==> src/rtl/serial_word_collector_if.sv <==
// serial_word_collector_if
//   Groups the serial input side (din, din_valid, frame_start), the word
//   output handshake (dout, dout_valid, dout_ready) and the status/control
//   signals (bit_count, overrun, clr_overrun) of the serial word collector.
//   master : the producer of serial bits and consumer of words
//   slave  : the collector itself
interface serial_word_collector_if #(
    parameter int WIDTH = 8
);
    localparam int CW = $clog2(WIDTH + 1);

    logic             din;
    logic             din_valid;
    logic             frame_start;
    logic [WIDTH-1:0] dout;
    logic             dout_valid;
    logic             dout_ready;
    logic [CW-1:0]    bit_count;
    logic             overrun;
    logic             clr_overrun;

    modport master (
        output din, din_valid, frame_start, dout_ready, clr_overrun,
        input  dout, dout_valid, bit_count, overrun
    );

    modport slave (
        input  din, din_valid, frame_start, dout_ready, clr_overrun,
        output dout, dout_valid, bit_count, overrun
    );
endinterface

==> src/rtl/serial_word_collector.sv <==
// serial_word_collector
//   Assembles a serial bit stream (one bit per edge with din_valid=1) into
//   WIDTH-bit words and holds each completed word on a valid/ready port.
//   A completed word arriving while the previous one is still held and not
//   being accepted is dropped and flagged on the sticky overrun output.
// Ports:
//   clk  : system clock, rising edge
//   rst  : synchronous active-high reset, highest priority
//   sif  : slave modport -- din/din_valid/frame_start in, dout/dout_valid out,
//          dout_ready in, bit_count out, overrun out, clr_overrun in
//
// Output-side FSM:
//   state   | meaning
//   --------+--------------------------------------------
//   S_EMPTY | no word held, dout_valid=0
//   S_HELD  | dout holds an unconsumed word, dout_valid=1
module serial_word_collector #(
    parameter int WIDTH     = 8,
    parameter bit MSB_FIRST = 1'b1
) (
    input  logic                    clk,
    input  logic                    rst,
    serial_word_collector_if.slave  sif
);
    localparam int CW = $clog2(WIDTH + 1);

    generate
        if (WIDTH < 2 || WIDTH > 32) begin : g_bad_width
            $error("serial_word_collector: WIDTH must be in 2..32");
        end
    endgenerate

    typedef enum logic {
        S_EMPTY = 1'b0,
        S_HELD  = 1'b1
    } state_t;

    state_t           state_q;
    logic [WIDTH-1:0] shreg_q, shreg_d;
    logic [CW-1:0]    bit_count_q, bit_count_d;
    logic [WIDTH-1:0] dout_q;
    logic             overrun_q;

    logic [WIDTH-1:0] shift_base;
    logic [CW-1:0]    cnt_base;
    logic [WIDTH-1:0] word_d;
    logic             complete;
    logic             drop;

    // frame_start wipes the partial word before the current bit is taken in,
    // so a simultaneous din_valid bit becomes the first bit of a fresh word.
    always_comb begin
        shift_base = sif.frame_start ? '0 : shreg_q;
        cnt_base   = sif.frame_start ? '0 : bit_count_q;
        if (MSB_FIRST) begin
            word_d = {shift_base[WIDTH-2:0], sif.din};
        end else begin
            word_d = {sif.din, shift_base[WIDTH-1:1]};
        end
        complete    = sif.din_valid && !sif.frame_start &&
                      (bit_count_q == CW'(WIDTH - 1));
        drop        = (state_q == S_HELD) && complete && !sif.dout_ready;
        shreg_d     = shift_base;
        bit_count_d = cnt_base;
        if (sif.din_valid) begin
            if (complete) begin
                shreg_d     = '0;
                bit_count_d = '0;
            end else begin
                shreg_d     = word_d;
                bit_count_d = cnt_base + CW'(1);
            end
        end
    end

    always_ff @(posedge clk) begin
        if (rst) begin
            state_q     <= S_EMPTY;
            shreg_q     <= '0;
            bit_count_q <= '0;
            dout_q      <= '0;
            overrun_q   <= 1'b0;
        end else begin
            shreg_q     <= shreg_d;
            bit_count_q <= bit_count_d;
            case (state_q)
                S_EMPTY: begin
                    if (complete) begin
                        dout_q  <= word_d;
                        state_q <= S_HELD;
                    end
                end
                S_HELD: begin
                    // A new word only replaces the held one on a transfer edge.
                    if (complete && sif.dout_ready) begin
                        dout_q <= word_d;
                    end else if (!complete && sif.dout_ready) begin
                        state_q <= S_EMPTY;
                    end
                end
                default: state_q <= S_EMPTY;
            endcase
            // Setting beats clearing when both happen on the same edge.
            if (drop) begin
                overrun_q <= 1'b1;
            end else if (sif.clr_overrun) begin
                overrun_q <= 1'b0;
            end
        end
    end

    assign sif.dout       = dout_q;
    assign sif.dout_valid = (state_q == S_HELD);
    assign sif.bit_count  = bit_count_q;
    assign sif.overrun    = overrun_q;
endmodule
==> src/flat_wrapper.sv <==
// flat-port wrapper written by rule: the top's interface ports become plain ports
module serial_word_collector_flat 
#(
    parameter int WIDTH     = 8,
    parameter bit MSB_FIRST = 1'b1
)
  (clk, rst, sif_din, sif_din_valid, sif_frame_start, sif_dout_ready, sif_clr_overrun, sif_dout, sif_dout_valid, sif_bit_count, sif_overrun);
  serial_word_collector_if #(.WIDTH(WIDTH)) sif_i ();
  input  logic clk;
  input  logic rst;
  input wire logic [$bits(sif_i.din)-1:0] sif_din;
  input wire logic [$bits(sif_i.din_valid)-1:0] sif_din_valid;
  input wire logic [$bits(sif_i.frame_start)-1:0] sif_frame_start;
  input wire logic [$bits(sif_i.dout_ready)-1:0] sif_dout_ready;
  input wire logic [$bits(sif_i.clr_overrun)-1:0] sif_clr_overrun;
  output wire logic [$bits(sif_i.dout)-1:0] sif_dout;
  output wire logic [$bits(sif_i.dout_valid)-1:0] sif_dout_valid;
  output wire logic [$bits(sif_i.bit_count)-1:0] sif_bit_count;
  output wire logic [$bits(sif_i.overrun)-1:0] sif_overrun;
  assign sif_i.din = sif_din;
  assign sif_i.din_valid = sif_din_valid;
  assign sif_i.frame_start = sif_frame_start;
  assign sif_i.dout_ready = sif_dout_ready;
  assign sif_i.clr_overrun = sif_clr_overrun;
  assign sif_dout = sif_i.dout;
  assign sif_dout_valid = sif_i.dout_valid;
  assign sif_bit_count = sif_i.bit_count;
  assign sif_overrun = sif_i.overrun;
  serial_word_collector #(.WIDTH(WIDTH), .MSB_FIRST(MSB_FIRST)) u_core (.clk(clk), .rst(rst), .sif(sif_i));
endmodule
==> config.mk <==
export PLATFORM = sky130hd
export DESIGN_NAME = serial_word_collector_flat
export DESIGN_NICKNAME = d
export VERILOG_FILES = /design/src/rtl/serial_word_collector_if.sv /design/src/rtl/serial_word_collector.sv /design/src/flat_wrapper.sv
export SDC_FILE = /design/constraint.sdc
export NUM_CORES = 1
export LEC_CHECK = 0
export CORE_MARGIN = 2
export CORE_UTILIZATION = 48
export DETAILED_ROUTE_END_ITERATION = 12
export HOLD_SLACK_MARGIN = 0.05
export PLACE_DENSITY = 0.76
export REMOVE_ABC_BUFFERS = 1
export SYNTH_ARGS = -nofsm -noshare
export SYNTH_HDL_FRONTEND = slang
export SYNTH_SLANG_ARGS = --single-unit
==> constraint.sdc <==
create_clock -name clk -period 1.8 [get_ports clk]
set_input_delay 0.36 -clock clk [delete_from_list [all_inputs] [get_ports clk]]
set_output_delay 0.36 -clock clk [all_outputs]
set_load 0.03 [all_outputs]
After elaboration in Yosys (flattened, before gate mapping)
Index checks and enable logic that the tools add are counted.
{"block": "op_classes", "magnitude_cmp": 0, "bitwise": 1, "n_mux": 15, "shift": 0, "n_div": 0, "add_sub_neg": 1, "multipliers": 0, "n_reduce_logical": 11, "n_eq_ne": 3}
{"cell": "7-bit 2-to-1 mux", "n": 3}
{"cell": "8-bit 2-to-1 mux", "n": 2}
{"cell": "8-bit one-hot mux with 2 select lines", "n": 1}
{"cell": "4-bit 2-to-1 mux", "n": 3}
{"cell": "1-bit logical AND", "n": 6}
{"cell": "1-bit 2-to-1 mux", "n": 5}
{"cell": "4-bit by 1-bit adder with 4-bit output, second input constant", "n": 1}
{"cell": "4-bit by 3-bit == test with 1-bit output, second input constant", "n": 1}
{"cell": "1-bit logical NOT", "n": 3}
{"cell": "2-bit by 1-bit inequality test with 1-bit output, second input constant", "n": 1}
{"cell": "2-bit inequality test, second input constant", "n": 1}
{"cell": "1-bit one-hot mux with 2 select lines", "n": 1}
{"cell": "2-bit AND reduction", "n": 1}
{"cell": "2-bit nonzero test", "n": 1}
{"cell": "1-bit inverter", "n": 1}
{"block": "word_totals", "in_bits": 7, "latchBits": 0, "output_inout_bits": 14, "ramBits": 0, "n_memories": 0, "mem_bits_ro": 0, "reg_bits": 21}

Depth between registers and ports, before layout
{"block": "depth", "depth_word": 8, "ltp_mapped": 6, "mapped_depth_nobuf": 5}

Worst setup path before layout
Ideal clock, no wire load.
{"block": "synth_path", "kind": "reg-to-reg", "from": "register u_core.bit_count_q[0] (netlist: u_core.sif.bit_count[0])", "to": "register u_core.dout_q[2] (netlist: u_core.sif.dout[2])", "stages_incl_launch_ff": 5, "setup_slack_ps": 228, "path_buffers": 1, "required_time_ps": 1669, "arrival_ps": 1441, "cell_sequence": "dfxtp_1 or3b_4 buf_6 o311ai_1 o41ai_1"}
{"block": "synth_between", "elab_chain_len": 5, "elab_cells_between_ends": 6, "classes_between": "3 x eq/ne; 3 x reduce/logical"}
{"item": "start: declaration", "line": "serial_word_collector.sv:40", "source": "logic [CW-1:0] bit_count_q, bit_count_d;"}
{"item": "start signal: assignment", "line": "serial_word_collector.sv:85", "source": "bit_count_q <= bit_count_d;"}
{"item": "4-bit by 3-bit == test with 1-bit output (*)", "line": "serial_word_collector.sv:61", "source": "(bit_count_q == CW'(WIDTH - 1));"}
{"item": "1-bit logical AND (*)", "line": "serial_word_collector.sv:60", "source": "complete = sif.din_valid && !sif.frame_start &&"}
{"item": "1-bit logical AND", "line": "serial_word_collector.sv:95", "source": "if (complete && sif.dout_ready) begin"}
{"item": "2-bit inequality test (no source line)"}
{"item": "2-bit AND reduction (no source line) (*)"}
{"item": "end signal: assignment", "line": "serial_word_collector.sv:89", "source": "dout_q <= word_d;"}
{"item": "end signal: assignment", "line": "serial_word_collector.sv:96", "source": "dout_q <= word_d;"}
{"item": "end: declaration", "line": "serial_word_collector.sv:41", "source": "logic [WIDTH-1:0] dout_q;"}
Every way passes the cells marked *; elsewhere a longest branch is shown, timed or not.
A chain may end at the register's enable or synchronous reset.

Worst setup path in the final report
{"block": "layout_path", "from": "register u_core.dout_q[3] (netlist: u_core.sif.dout[3])", "to": "output sif_dout[3]"}
{"item": "end: declaration", "line": "flat_wrapper.sv:16", "source": "output wire logic [$bits(sif_i.dout)-1:0] sif_dout;"}
No word-level cell between the ends.

==> results.json <==
{
  "vias": 873,
  "drtPass1Iterations": 4,
  "status": "finished clean",
  "post_dp_cell_area_mm2": 0.00121,
  "worstSetupStartpoint": "u_core.sif.dout[3]$_SDFFE_PP0P_",
  "endpoint": "sif_dout[3]",
  "power.density_mw_per_mm2": 641,
  "r2r_cells": 3,
  "io_buffers": 20,
  "worstMarginPinSlew_ns": 0.340,
  "synth-xor-area-share": 0.0189,
  "worstReg2RegEnd": "u_core.sif.dout[5]$_SDFFE_PP0P_",
  "synth.distinct_cells": 31,
  "max_freq_ghz": 0.585,
  "netlist_instances": 97,
  "cp.arrival_ns": 1.35,
  "crit_cells": 1,
  "start_kind": "flip-flop",
  "synth_top_family_by_area": "compound AO/OA/AOI/OAI gates",
  "io_pins": 21,
  "cap_violations": 0,
  "rsz0062_at_grt": "no",
  "synthTopCellsByCount": "dfxtp_1 (21), nand2_1 (8), inv_1 (7)",
  "r2r_start": "u_core.sif.bit_count[0]$_SDFF_PP0_",
  "drv_slew": 0,
  "antenna_left": 0,
  "vdd_drop_max_uv": 505,
  "yosysTopAreaCellShare": 0.454,
  "routedWlPerCell_um": 14.5,
  "clkSinkCount": 21,
  "syn_area_um2": 926,
  "rows": 15,
  "p_leak_nw": 0.479,
  "critPathKind": "reg -> out",
  "grt_pass1_vias": 727,
  "clockBufferDepth": 2,
  "avgSynthCellArea_um2": 9.55,
  "synth_edf_count": 0,
  "ys_warn_count": 0,
  "crit_chain": "clkdlybuf4s50_1",
  "cp_slowest_cell": "clkdlybuf4s50_1",
  "dp_hpwl_um": 1580,
  "min_period_over_period": 0.950,
  "fillers": 152,
  "initial_utilization": 0.525,
  "hp-class": "reg -> reg",
  "cp.required_ns": 1.44,
  "pre_cts_ws_ns": -0.0420,
  "grt_pass1_wl_um": 3430,
  "async_reset_ff_frac": 0,
  "die_y_um": 47.9,
  "synth-compound-area-share": 0.259,
  "setup_viol_count_final": 0,
  "h-tree-depth": 1,
  "via_per_inst": 5.78,
  "yosys.area_share.simple": 0.174,
  "cts_hold_buffers": 0,
  "track_usage": 0.222,
  "slew_headroom": 0.773,
  "clk_latency_ns": 0.31,
  "endpoint_kind": "primary output",
  "area_growth_pct": 33.9,
  "seq_area_frac_synth": 0.454,
  "final-hold-violation-count": 0,
  "cp_max_fo": 2,
  "drt_iter0_drc": 25,
  "ys_ff_latch": 21,
  "path_buf_inv": 1,
  "period_needed_ns": 1.71,
  "synthTopCellsByArea": "dfxtp_1 (45%), o31ai_1 (4.9%), o41ai_1 (4.7%), o2111ai_1 (3.8%), o311ai_1 (3.8%)",
  "crit_path_max_incr_delay_ns": 0.67,
  "gp_congestion": 0.806,
  "antenna_found_initial": 0,
  "cts_tree": "done",
  "yosys.area.top_type": "dfxtp_1",
  "drcViolationCount": 0,
  "synth.most_common_cell": "dfxtp_1",
  "numCtsBuffers": 3,
  "synthFlopType": "dfxtp_1",
  "die_w_um": 47.9,
  "synth_mux_area_frac": 0.0108,
  "grt_max_degree": 16,
  "clock_skew_ns": 0.00111,
  "reg2reg_slack_ns": 0.32,
  "root_buffer": "clkbuf_4",
  "fin_ws_ns": 0.0904,
  "fin_nets": 135,
  "wirelength_um": 2190,
  "path_delay_family": "buffers and inverters",
  "cts_setup_buffers": 0,
  "insertedDiodeCount": 0,
  "path_clk_slew_ns": 0.12,
  "core_area_mm2": 0.00176,
  "finalInstanceArea_mm2": 0.00124,
  "grt-ovfl-total": 0,
  "synth_adder_area_share": 0.0135,
  "drive_above_1_share": 0.167,
  "die-area_mm2": 0.00230
}
cell families (layout without fill, tap and decap cells):
group / Yosys count / in the layout
simple gates: 28 / 28
mux: 1 / 1
buf+inv: 14 / 43
xor+xnor: 2 / 2
flops: 21 / 21
compound gates: 30 / 30
fa+ha+maj: 1 / 1
worst min path at each step:
stage                                               start                         endpoint  slack [ns]  cells after the start
after floorplan                                       rst  u_core.sif.dout[0]$_SDFFE_PP0P_        0.43                      1
after global placement    u_core.sif.dout[1]$_SDFFE_PP0P_  u_core.sif.dout[1]$_SDFFE_PP0P_        0.45                      2
after detailed placement  u_core.sif.dout[0]$_SDFFE_PP0P_  u_core.sif.dout[0]$_SDFFE_PP0P_        0.47                      2
after CTS                 u_core.sif.dout[0]$_SDFFE_PP0P_  u_core.sif.dout[0]$_SDFFE_PP0P_        0.48                      2
after global routing      u_core.sif.dout[1]$_SDFFE_PP0P_  u_core.sif.dout[1]$_SDFFE_PP0P_        0.51                      2
final                     u_core.sif.dout[1]$_SDFFE_PP0P_  u_core.sif.dout[1]$_SDFFE_PP0P_        0.48                      2
sequential cells by signal (all words and copies together), names as in the netlist:
name                   cells
u_core.sif.bit_count       4
u_core.shreg_q             7
u_core.sif.overrun         1
u_core.sif.dout_valid      1
u_core.sif.dout            8
placed cells by master (no fill, tap or decap), drive strengths merged, types with 2 or more instances in the layout:
cell type       n
nand3           4
o22ai           2
o41ai           5
dlymetal6s2s    2
nand2           8
nor2b           3
buf            12
xnor2           2
clkdlybuf4s50  16
dfxtp          21
o31ai           6
nand2b          3
o2111ai         4
o311ai          6
dlygate4sd2     2
clkbuf          3
nor2            4
inv             7
a21oi           4
what timing repair did:
item,CTS,global route
endpoints found under the setup margin,2,2
resized for setup,2,2
cloned,0,0
stage by stage:
step	TNS, ns	total power, mW	util	instances	hold WS [ns]
floorplan	0	0.512	-	90	0.429
global placement	-0.0180	0.567	0.686	147	0.453
detailed placement	-0.0799	0.568	0.686	147	0.465
CTS	0	0.794	0.700	151	0.482
global route	0	0.830	0.703	151	0.507
finish	0	0.794	0.703	151	0.479
routing by layer:
metal / vias up / part of all wire / global-route usage
met1: 413 / 0.46 / 0.306
met4: 0 / 0.019 / 0.0973
met3: 5 / 0.047 / 0.0453
met2: 29 / 0.47 / 0.333
li1: 426 / - / -
met5: - / 0 / 0
tightest hold or removal path, delay by kind of cell, from the launching register on:
| kind | cells | cell delay, ns |
|---|---|---|
| and+or+nand+nor | 1 | 0.05 |
| DFF | 1 | 0.34 |
| muxes | 1 | 0.06 |
layout make-up:
type | instances | area (um2) | area share
clock inverter | 1 | 5.00 | 0.00404
timing repair buffer | 32 | 293 | 0.236
inverter | 7 | 26.3 | 0.0212
clock buffer | 3 | 22.5 | 0.0182
sequential | 21 | 420 | 0.339
tap | 25 | 31.3 | 0.0252
multi-input combinational | 62 | 442 | 0.356
where the power goes:
group / switching [mW] / internal (mW)
logic: 0.0442 / 0.0400
clock network: 0.154 / 0.0832
registers: 0.00439 / 0.469
total: 0.202 / 0.592
Power figures use the tool's default switching activity.
